<file path="config.mk">
export PLATFORM = sky130hd
export DESIGN_NAME = program_counter_stage_flat
export DESIGN_NICKNAME = d
export VERILOG_FILES = /design/src/rtl/datapath_pkg.sv /design/src/rtl/program_counter_stage_if.sv /design/src/rtl/pc_adder.sv /design/src/rtl/program_counter_stage.sv /design/src/flat_wrapper.sv
export SDC_FILE = /design/constraint.sdc
export NUM_CORES = 1
export LEC_CHECK = 0
export BUFFER_PORTS_ARGS = -buffer_cell sky130_fd_sc_hd__buf_2
export CAP_MARGIN = 10
export CORE_AREA = 2 2 70 72
export DETAILED_ROUTE_END_ITERATION = 8
export DIE_AREA = 0 0 72 74
export GPL_TIMING_DRIVEN = 0
export PLACE_DENSITY = 0.82
export SLEW_MARGIN = 25
export SYNTH_ARGS = -nofsm -noshare
export SYNTH_HDL_FRONTEND = slang
export SYNTH_SLANG_ARGS = --single-unit
</file>
<file path="constraint.sdc">
create_clock -name Clk -period 3.42 [get_ports Clk]
set_input_delay 1.026 -clock Clk [delete_from_list [all_inputs] [get_ports Clk]]
set_output_delay 1.026 -clock Clk [all_outputs]
set_load 0.05 [all_outputs]
</file>
<file path="src/rtl/datapath_pkg.sv">
// Shared datapath definitions for the fetch front end: address type, PC-stage
// state encoding and instruction-size constants.
package datapath_pkg;

    localparam int unsigned ADDR_WIDTH  = 32;
    localparam int unsigned INSTR_BYTES = 4;

    typedef logic [ADDR_WIDTH-1:0] addr_t;

    localparam addr_t DEFAULT_RESET_PC = 32'h0000_0000;

    typedef enum logic [1:0] {
        ST_FETCH = 2'd0,
        ST_HOLD  = 2'd1,
        ST_KILL  = 2'd2
    } pc_state_e;

    // Clears the byte-offset bits so the address lands on an instruction boundary.
    function automatic addr_t word_align(addr_t a);
        return a & ~addr_t'(INSTR_BYTES - 1);
    endfunction

endpackage

</file>
<file path="src/rtl/program_counter_stage_if.sv">
// Fetch-stage bus between the PC stage (slave) and its surroundings (master).
// AlignFault exists only when PC_ALIGN_CHECK_EN is defined.
interface program_counter_stage_if;
    import datapath_pkg::*;

    addr_t NextPC;
    logic  Stall;
    logic  Redirect;
    logic  ImemReq;
    addr_t ImemAddr;
    logic  ImemAck;
    addr_t PC;
    addr_t PCPlus4;
    logic  FetchValid;
`ifdef PC_ALIGN_CHECK_EN
    logic  AlignFault;
`endif

    modport slave (
        input  NextPC, Stall, Redirect, ImemAck,
        output ImemReq, ImemAddr, PC, PCPlus4, FetchValid
`ifdef PC_ALIGN_CHECK_EN
        , output AlignFault
`endif
    );

    modport master (
        output NextPC, Stall, Redirect, ImemAck,
        input  ImemReq, ImemAddr, PC, PCPlus4, FetchValid
`ifdef PC_ALIGN_CHECK_EN
        , input AlignFault
`endif
    );

endinterface

</file>
<file path="src/rtl/pc_adder.sv">
// Sequential-address incrementer: PC + INSTR_BYTES, wrapping modulo 2^WIDTH.
module pc_adder
    import datapath_pkg::*;
#(
    parameter int WIDTH = ADDR_WIDTH
) (
    input  logic [WIDTH-1:0] pc,
    output logic [WIDTH-1:0] pc_plus4
);

    assign pc_plus4 = pc + WIDTH'(INSTR_BYTES);

endmodule

</file>
<file path="src/rtl/program_counter_stage.sv">
// Program counter and instruction-fetch request FSM (FETCH / HOLD / KILL).
// Optional PC_ALIGN_CHECK_EN: misaligned loads raise a sticky AlignFault instead of being rounded down.
module program_counter_stage
    import datapath_pkg::*;
#(
    parameter addr_t RESET_PC = DEFAULT_RESET_PC,
    parameter int    WIDTH    = ADDR_WIDTH
) (
    input logic                    Clk,
    input logic                    Reset,
    program_counter_stage_if.slave bus
);

    pc_state_e state;
    addr_t     pc;
    logic      imem_req;
    logic      fetch_valid;
    logic      align_fault;

    logic      load;
    pc_state_e load_state;
    addr_t     load_pc;
    logic      load_bad;

    // Redirect wins over Stall and ImemAck in every state.
    assign load = bus.Redirect
               || (state == ST_FETCH && bus.ImemAck && !bus.Stall)
               || (state == ST_HOLD  && !bus.Stall);
    assign load_state = bus.Redirect ? ST_KILL : ST_FETCH;
    assign load_pc    = word_align(bus.NextPC);

`ifdef PC_ALIGN_CHECK_EN
    assign load_bad = (bus.NextPC != load_pc);
`else
    assign load_bad = 1'b0;
`endif

    always_ff @(posedge Clk) begin
        // NOTE: non-blocking assignments so every register here sees pre-edge values of the others.
        if (Reset) begin
            pc          <= RESET_PC;
            state       <= ST_KILL;
            imem_req    <= 1'b0;
            fetch_valid <= 1'b0;
            align_fault <= 1'b0;
        end else begin
            fetch_valid <= (state == ST_FETCH) && bus.ImemAck && !bus.Redirect;
            if (!align_fault) begin
                if (load && load_bad) begin
                    align_fault <= 1'b1;
                    state       <= ST_HOLD;
                    imem_req    <= 1'b0;
                end else if (load) begin
                    pc       <= load_pc;
                    state    <= load_state;
                    imem_req <= !bus.Redirect;
                end else if (state == ST_FETCH && bus.ImemAck) begin
                    state    <= ST_HOLD;
                    imem_req <= 1'b0;
                end else if (state == ST_KILL) begin
                    state    <= ST_FETCH;
                    imem_req <= 1'b1;
                end
            end
        end
    end

    pc_adder #(.WIDTH(WIDTH)) u_pc_adder (
        .pc       (pc),
        .pc_plus4 (bus.PCPlus4)
    );

    assign bus.ImemReq    = imem_req;
    assign bus.ImemAddr   = pc;
    assign bus.PC         = pc;
    assign bus.FetchValid = fetch_valid;
`ifdef PC_ALIGN_CHECK_EN
    assign bus.AlignFault = align_fault;
`endif

endmodule
</file>
<file path="src/flat_wrapper.sv">
// flat-port wrapper written by rule: the top's interface ports become plain ports
module program_counter_stage_flat import datapath_pkg::*;
#(
    parameter addr_t RESET_PC = DEFAULT_RESET_PC,
    parameter int    WIDTH    = ADDR_WIDTH
)
  (Clk, Reset, bus_NextPC, bus_Stall, bus_Redirect, bus_ImemAck, bus_ImemReq, bus_ImemAddr, bus_PC, bus_PCPlus4, bus_FetchValid);
  program_counter_stage_if bus_i ();
  input logic Clk;
  input logic Reset;
  input wire logic [$bits(bus_i.NextPC)-1:0] bus_NextPC;
  input wire logic [$bits(bus_i.Stall)-1:0] bus_Stall;
  input wire logic [$bits(bus_i.Redirect)-1:0] bus_Redirect;
  input wire logic [$bits(bus_i.ImemAck)-1:0] bus_ImemAck;
  output wire logic [$bits(bus_i.ImemReq)-1:0] bus_ImemReq;
  output wire logic [$bits(bus_i.ImemAddr)-1:0] bus_ImemAddr;
  output wire logic [$bits(bus_i.PC)-1:0] bus_PC;
  output wire logic [$bits(bus_i.PCPlus4)-1:0] bus_PCPlus4;
  output wire logic [$bits(bus_i.FetchValid)-1:0] bus_FetchValid;
  assign bus_i.NextPC = bus_NextPC;
  assign bus_i.Stall = bus_Stall;
  assign bus_i.Redirect = bus_Redirect;
  assign bus_i.ImemAck = bus_ImemAck;
  assign bus_ImemReq = bus_i.ImemReq;
  assign bus_ImemAddr = bus_i.ImemAddr;
  assign bus_PC = bus_i.PC;
  assign bus_PCPlus4 = bus_i.PCPlus4;
  assign bus_FetchValid = bus_i.FetchValid;
  program_counter_stage #(.RESET_PC(RESET_PC), .WIDTH(WIDTH)) u_core (.Clk(Clk), .Reset(Reset), .bus(bus_i));
endmodule
</file>
---- After elaboration in Yosys (flattened, before gate mapping) ----
Index checks and enable logic that the tools add are counted.
storage, ports and cells
  bits in registers ....................... 35
  bits in latches ......................... 0
  bits in writable memories ............... 0
  memory bits (read-only) ................. 0
  input port bits ......................... 37
  output and inout port bits .............. 98
  memories kept ........................... 0
cells by class
  $add $sub $neg .......................... 1
  multipliers ............................. 0
  div/mod/pow operators ................... 0
  order comparisons ....................... 0
  equality and inequality tests ........... 2
  shift-type cells ........................ 0
  mux-type cells .......................... 8
  bitwise operators ....................... 1
  reduce and logical (&&, ||, !) cells .... 12
operators with widths
  kind                                           count
  adder 32 x 3 -> 32 bit, second input constant  1
  2-to-1 mux 2 bit                               4
  logical AND 1 bit                              4
  2-to-1 mux 1 bit                               4
  AND reduction 2 bit                            2
  nonzero test 3 bit                             1
  == test 2 x 1 -> 1 bit, second input constant  1
  == test 2 bit, second input constant           1
  zero test 1 bit                                2
  zero test 2 bit                                1
  logical OR 1 bit                               2
  inverter 1 bit                                 1

---- Logic depth before layout (Yosys ltp) ----
Gate-level depths: netlist (run 1).
  depth in word-level cells ............... 7
  mapped depth ............................ 5
  gate-level depth less buffers ........... 5

---- By module ----
A second synthesis (run 1) with hierarchy kept.
second synthesis, totals
  cell total of the unflattened synthesis .. 264
  area total of the unflattened synthesis .. 2,356.0 um^2
modules (own cells, without submodules)
  module                 instances  cells each  area each (um^2)
  program_counter_stage  1          181         1,775.5
  pc_adder               1          83          580.6

---- Worst setup path before layout (run 1) ----
OpenSTA, ideal clock, no wires.
  path type ............................... reg2out
  start point ............................. reg u_core.pc[2] (netlist: u_core.bus.ImemAddr[2])
  end point ............................... out bus_PCPlus4[28]
  arrival ................................. 2,595 ps
  data required time ...................... 2,394 ps
  setup slack ............................. -201 ps
  cell stages (with the launch flop) ...... 6
  buffers on the path ..................... 0
  path through ............................ dfxtp_1 ha_1 nand3_1 or4_4 nor4_1 xor2_1
between the ends
  cells in the longest elaborated chain, start to end .. 1
ends and longest elaborated chain
  what                      line                         text
  start: declaration        program_counter_stage.sv:15  addr_t pc;
  start signal: assignment  program_counter_stage.sv:54  pc <= load_pc;
  adder 32 x 3 -> 32 bit    pc_adder.sv:11               assign pc_plus4 = pc + WIDTH'(INSTR_BYTES);
  end: declaration          flat_wrapper.sv:18           output wire logic [$bits(bus_i.PCPlus4)-1:0] bus_PCPlus4;
Every way passes these cells.

---- Worst setup path after layout (run 1) ----
  start point ............................. reg u_core.pc[8] (netlist: u_core.bus.ImemAddr[8])
  end point ............................... out bus_PCPlus4[28]
The elaborated chain is that of the path after synthesis.

==> flow_metrics.tcl, run 1 <==
set metrics [dict create \
    hold_path.class "flop to flop" \
    tightestPinTransition_ps 546.2 \
    antenna_found_initial 0 \
    ys_seq_elements 34 \
    drt.antenna.violating_nets 0 \
    grt_pass1_vias 1902 \
    dp_hpwl_um 4349 \
    cts_max_level 2 \
    dp_slack_ps 224.2 \
    hold_violations 0 \
    drv_slew 0 \
    rows 25 \
    numCtsBuffers 5 \
    grt_usage_pct 20.14 \
    io_buffers 125 \
    critPathRequiredTime_ps 2390 \
    layout-drive-gt1-share_pct 47.54 \
    end_kind "primary output" \
    critPathKind "flop to primary output" \
    fin_setup_tns_ps 0 \
    tritoncts "yes" \
    n_fill_cell 395 \
    setup_ws_ps 86.06 \
    setup.worst_path.start "u_core.bus.ImemAddr[8]" \
    fp.dieH_um 74 \
    syn_area_per_cell_um2 7.493 \
    worstReg2RegEnd "u_core.bus.ImemAddr[2]" \
    slew_headroom_pct 63.27 \
    dieWidth_um 72 \
    gr-total-overflow 0 \
    cts_hold_buffers 0 \
    synthDistinctLibCells 28 \
    hold_slack_ps 497.2 \
    area_growth_pct 47.85 \
    r2r-start "u_core.state[0]" \
    synth_ff_type "dfxtp_1" \
    leakage_uw 0.001632 \
    dieArea_mm2 0.005328 \
    ioPinCount 135 \
    syn-instance-count 268 \
    ys_seq_area_share_pct 33.89 \
    grt_max_degree 11 \
    drc_errors 0 \
    path_max_fanout 6 \
    initial_core_util_pct 43.67 \
    vias_per_cell 4.937 \
    cts.sinks 34 \
    dr.pass1.iters 4 \
    ys_async_sr_fraction_pct 0 \
    path_clk_slew_ps 70 \
    ys.warnings.count 0 \
    max-vdd-ir-drop_mv 0.2128 \
    fin_nets 443 \
    wire_per_inst_um 12.27 \
    worstHoldEndpoint "u_core.bus.ImemAddr[3]" \
    core-area_mm2 0.004598 \
    placed_cell_area_mm2 0.002815 \
    r2r_setup_slack_ps 1640 \
    worstPathArrival_ps 2310 \
    min_period_ps 3334 \
    drt-total-wl_um 5646 \
    clk_latency_ps 280 \
    drt_iter0_drc 110 \
    r2r_cells 5 \
    finalSetupViolCount 0 \
    num_vias 2271 \
    cp-start-kind "flop" \
    stdcell_area_mm2 0.002969 \
    powerDensity_mw_per_mm2 418.2 \
    synth-edff-count 0 \
    min_path_cells 2 \
    cts_root_buffer "clkbuf_8" \
    status "finished, final reports clean" \
    grt_pass1_wl_um 8459 \
    gp_congestion 0.7496 \
    fin_crit_sh_pct 97.48 \
    maxCapViolCount 0 \
    antenna-diode-count 0 \
    holdCritStartpoint "u_core.bus.ImemAddr[3]" \
    syn_area_mm2 0.002008 \
    fmax_mhz 299.9 \
    clk_path_buf_depth 2 \
    finClkSkew_ps 3.358 \
]
-- worst max-delay path, stage by stage (launching register included) --
cell	delay [ps]
dfxtp_1	440
nand4_2	250
or4_4	650
nor4_2	260
xor2_2	150
buf_2	270
-- sequential cells by signal (all words and copies together), names as in the netlist --
| name | cells |
|---|---|
| u_core.state | 2 |
| u_core.bus.ImemReq | 1 |
| u_core.bus.FetchValid | 1 |
| u_core.bus.ImemAddr | 30 |
-- cells by family after synthesis --
group,count (synthesis),share of synthesized area (%)
AND/OR/NAND/NOR,120,27.85
buffers and inverters,50,16.07
AO/OA/AOI/OAI,34,9.159
flip-flops,34,33.89
XOR/XNOR,28,12.21
adder cells (fa/ha/maj),1,0.6230
other,1,0.1867
-- worst max path at each step --
stage | endpoint | cells after the start | slack (ps)
after detailed placement | bus_PCPlus4[31] | 5 | 220
after CTS | bus_PCPlus4[30] | 5 | 9
after global placement | bus_PCPlus4[24] | 5 | 230
after global routing | bus_PCPlus4[28] | 5 | -40
final | bus_PCPlus4[28] | 5 | 90
after floorplan | bus_PCPlus4[26] | 4 | -100
-- per-layer routing --
layer	track usage [%]	share of wire, %	vias up	wire length, um
li1	-	-	1129	-
met1	24.87	42	1039	2383
met2	34.47	49	95	2793
met3	5.285	7.0	8	397
met4	6.709	1.3	0	71
met5	0	0	-	0
-- power breakdown --
part	leakage, uW	switching, uW	total (uW)	internal [uW]
clock network	0.0000575	143	346	203
registers	0.000282	41.8	462	420
logic	0.00129	317	434	117
-- what timing repair did --
item	CTS	global route
resized for setup	2	6
setup endpoints to repair	9	3
setup buffers	0	0
-- layout make-up --
type	instances	area [um^2]	area share [%]
buffer	46	307.8	10.37
clock buffer	8	110.1	3.708
inverter	4	15.01	0.5057
multi-input combinational	189	1155	38.90
sequential	34	685.7	23.09
tap	54	67.56	2.276
timing repair buffer	125	628.1	21.15
-- layout by cell type (no fill, tap or decap), types with 2 or more instances in the layout --
| cell | count |
|---|---|
| xnor2_2 | 10 |
| a21oi_1 | 30 |
| buf_2 | 124 |
| nand4_1 | 8 |
| xnor2_1 | 9 |
| nor3_1 | 3 |
| xor2_1 | 7 |
| inv_1 | 4 |
| clkbuf_1 | 10 |
| nand3_1 | 12 |
| nor4_2 | 2 |
| and4_1 | 2 |
| nand2_1 | 68 |
| buf_4 | 36 |
| dfxtp_2 | 4 |
| clkbuf_8 | 8 |
| nor2_1 | 8 |
| nor4_1 | 2 |
| conb_1 | 6 |
| xor2_2 | 2 |
| and3_1 | 5 |
| dfxtp_1 | 30 |
-- cell usage after synthesis (all sizes together), types with 2 or more instances --
library cell	count	share of area, %
nand4	9	3.1
inv	4	0.75
nor2	9	1.7
nand3	12	3.0
nor3	4	1.0
and3	6	1.9
clkbuf	10	1.9
and4	2	0.87
dfxtp	34	34
xnor2	19	8.3
a21oi	30	7.5
nand2	68	13
buf	36	13
nor4	5	1.6
xor2	9	3.9
-- stage by stage --
step | util (%) | cells | total power (uW)
2_1_floorplan | - | 273 | 805.7
3_3_place_gp | 61.22 | 452 | 898.8
3_5_place_dp | 61.22 | 452 | 903.5
4_1_cts | 63.86 | 460 | 1249
5_1_grt | 64.57 | 460 | 1299
6_report | 64.57 | 460 | 1242
No activity file was read; power rests on OpenSTA's default activity.
==> run 2, diff against run 1 <==
--- a/config.mk
+++ b/config.mk
@@ -7,9 +7,9 @@
 export LEC_CHECK = 0
 export BUFFER_PORTS_ARGS = -buffer_cell sky130_fd_sc_hd__buf_2
 export CAP_MARGIN = 10
-export CORE_AREA = 2 2 70 72
+export CORE_AREA = 2 2 90 57
 export DETAILED_ROUTE_END_ITERATION = 8
-export DIE_AREA = 0 0 72 74
+export DIE_AREA = 0 0 92 59
 export GPL_TIMING_DRIVEN = 0
 export PLACE_DENSITY = 0.82
 export SLEW_MARGIN = 25
==> flow_metrics.tcl, run 2 (synthesis results as in run 1) <==
set metrics [dict create \
    status "finished, final reports clean" \
    dp_hpwl_um 4394 \
    slew_headroom_pct 60.54 \
    dp_slack_ps 233.7 \
    min_path_cells 2 \
    post_cts_buffers 0 \
    register_area_um2 685.7 \
    fin_setup_tns_ps 0 \
    antenna-diode-count 0 \
    min_period_ps 3310 \
    critPathRequiredTime_ps 2390 \
    grt_pass1_vias 1854 \
    n_fill_cell 418 \
    top_layer_used "met4" \
    grt_usage_pct 20.12 \
    powerDensity_mw_per_mm2 402.2 \
    pwr-share-clk_pct 25.0 \
    area_growth_pct 48.22 \
    largest_register_ffs 30 \
    fin_nets 443 \
    worstReg2RegEnd "u_core.bus.ImemAddr[25]" \
    antenna_found_initial 0 \
    clk_path_buf_depth 2 \
    maxCapViolCount 0 \
    layout_common_cells "buf_2, nand2_1, buf_4" \
    finalSetupViolCount 0 \
    path_clk_slew_ps 70 \
    mostFrequentLayoutCell "buf_2" \
    leakage_uw 0.001640 \
    cts_root_buffer "clkbuf_8" \
    wl_met2_um 2579 \
    rows 19 \
    ctsResizeCount 4 \
    tritoncts "yes" \
    drt_iter0_drc 79 \
    fp.dieH_um 59 \
    ioPinCount 135 \
    sequentialPowerShare_pct 38.7 \
    setup_ws_ps 110.4 \
    gr-total-overflow 0 \
    cts_max_level 2 \
    cts_hold_buffers 0 \
    fmax_mhz 302.2 \
    p_sw_uw 498.1 \
    dieArea_mm2 0.005428 \
    vias_per_cell 4.742 \
    power_frac_comb_pct 36.3 \
    final_core_utilization_pct 65.90 \
    holdCritStartpoint "u_core.bus.ImemAddr[2]" \
    finClkSkew_ps 4.171 \
    grt_pass1_wl_um 8721 \
    swShare_pct 41.60 \
    dp_cells 461 \
    core-area_mm2 0.004517 \
    wl_met1_um 2634 \
    slowest_stage "or4_4" \
    critical-path-max-stage-delay_ps 630 \
    tightestPinTransition_ps 589.7 \
    io_buffers 125 \
    grt_max_degree 11 \
    critPathKind "flop to primary output" \
    r2r_cells 5 \
    final_cells 469 \
    p_int_uw 699.2 \
    initial_core_util_pct 44.46 \
    end_kind "primary output" \
    rsz0062_at_grt "yes" \
    path_cells "nand4_1 > or4_4 > nor3_1 > xor2_1 > buf_2" \
    power.total_uw 1197 \
    clk_latency_ps 280 \
    numCtsBuffers 5 \
    wire_per_inst_um 12.28 \
    max-vdd-ir-drop_mv 0.2257 \
    dr.pass1.iters 4 \
    hold_violations 0 \
    gp_congestion 0.7678 \
    worstPathArrival_ps 2280 \
    num_vias 2224 \
    drv_slew 0 \
    cts.sinks 34 \
    drt-total-wl_um 5757 \
    r2r_setup_slack_ps 1680 \
    path_max_fanout 8 \
    hold_path.class "flop to flop" \
    drc_errors 0 \
    cp-start-kind "flop" \
    multi_input_comb_area_mm2 0.001170 \
    drt.antenna.violating_nets 0 \
    wl_met3_um 508 \
    layout-drive-gt1-share_pct 47.04 \
    worstHoldEndpoint "u_core.bus.ImemAddr[2]" \
    r2r-start "u_core.state[0]" \
    dieWidth_um 92 \
    fin_crit_sh_pct 96.77 \
]
## run 2: critical path, delay by kind of cell, from the launching register on
| kind | cells | cell delay [ps] |
|---|---|---|
| XOR/XNOR | 1 | 170 |
| buffers and inverters | 1 | 280 |
| flip-flops | 1 | 500 |
| AND/OR/NAND/NOR | 3 | 1060 |
## run 2: power by group through the flow
stage	combinational [uW]	clock, uW	sequential (uW)
2_1_floorplan	267	0	539
3_3_place_gp	431	0	469
3_5_place_dp	434	0	471
4_1_cts	435	307	462
5_1_grt	454	327	468
6_report	434	300	463
## run 2: layout make-up
class	instances	area share, %
Inverter	4	0.5044
Tap cell	63	2.648
Clock inverter	1	0.1681
Clock buffer	7	2.900
Buffer	46	10.34
Multi-Input combinational cell	189	39.30
Sequential cell	34	23.03
Timing Repair Buffer	125	21.10
## run 2: how the worst max path moves through the flow
stage | start | end | cells after the start
floorplan | u_core.bus.ImemAddr[8] | bus_PCPlus4[26] | 4
global route | u_core.bus.ImemAddr[3] | bus_PCPlus4[26] | 6
global placement | u_core.bus.ImemAddr[4] | bus_PCPlus4[29] | 5
finish | u_core.bus.ImemAddr[11] | bus_PCPlus4[26] | 5
CTS | u_core.bus.ImemAddr[6] | bus_PCPlus4[30] | 5
detailed placement | u_core.bus.ImemAddr[4] | bus_PCPlus4[29] | 5
## run 2: per-layer routing
metal | up-vias | GRT usage (%)
met3 | 4 | 5.471
met1 | 998 | 27.67
met5 | - | 0
met4 | 0 | 4.904
li1 | 1125 | -
met2 | 97 | 32.04
## run 2: through the flow
| stage | hold slack, ps | area, um^2 |
|---|---|---|
| detailed placement | 491.8 | 2826 |
| global route | 521.7 | 2977 |
| finish | 496.4 | 2977 |
| floorplan | 488.7 | 2122 |
| global placement | 479.2 | 2826 |
| CTS | 501.3 | 2942 |
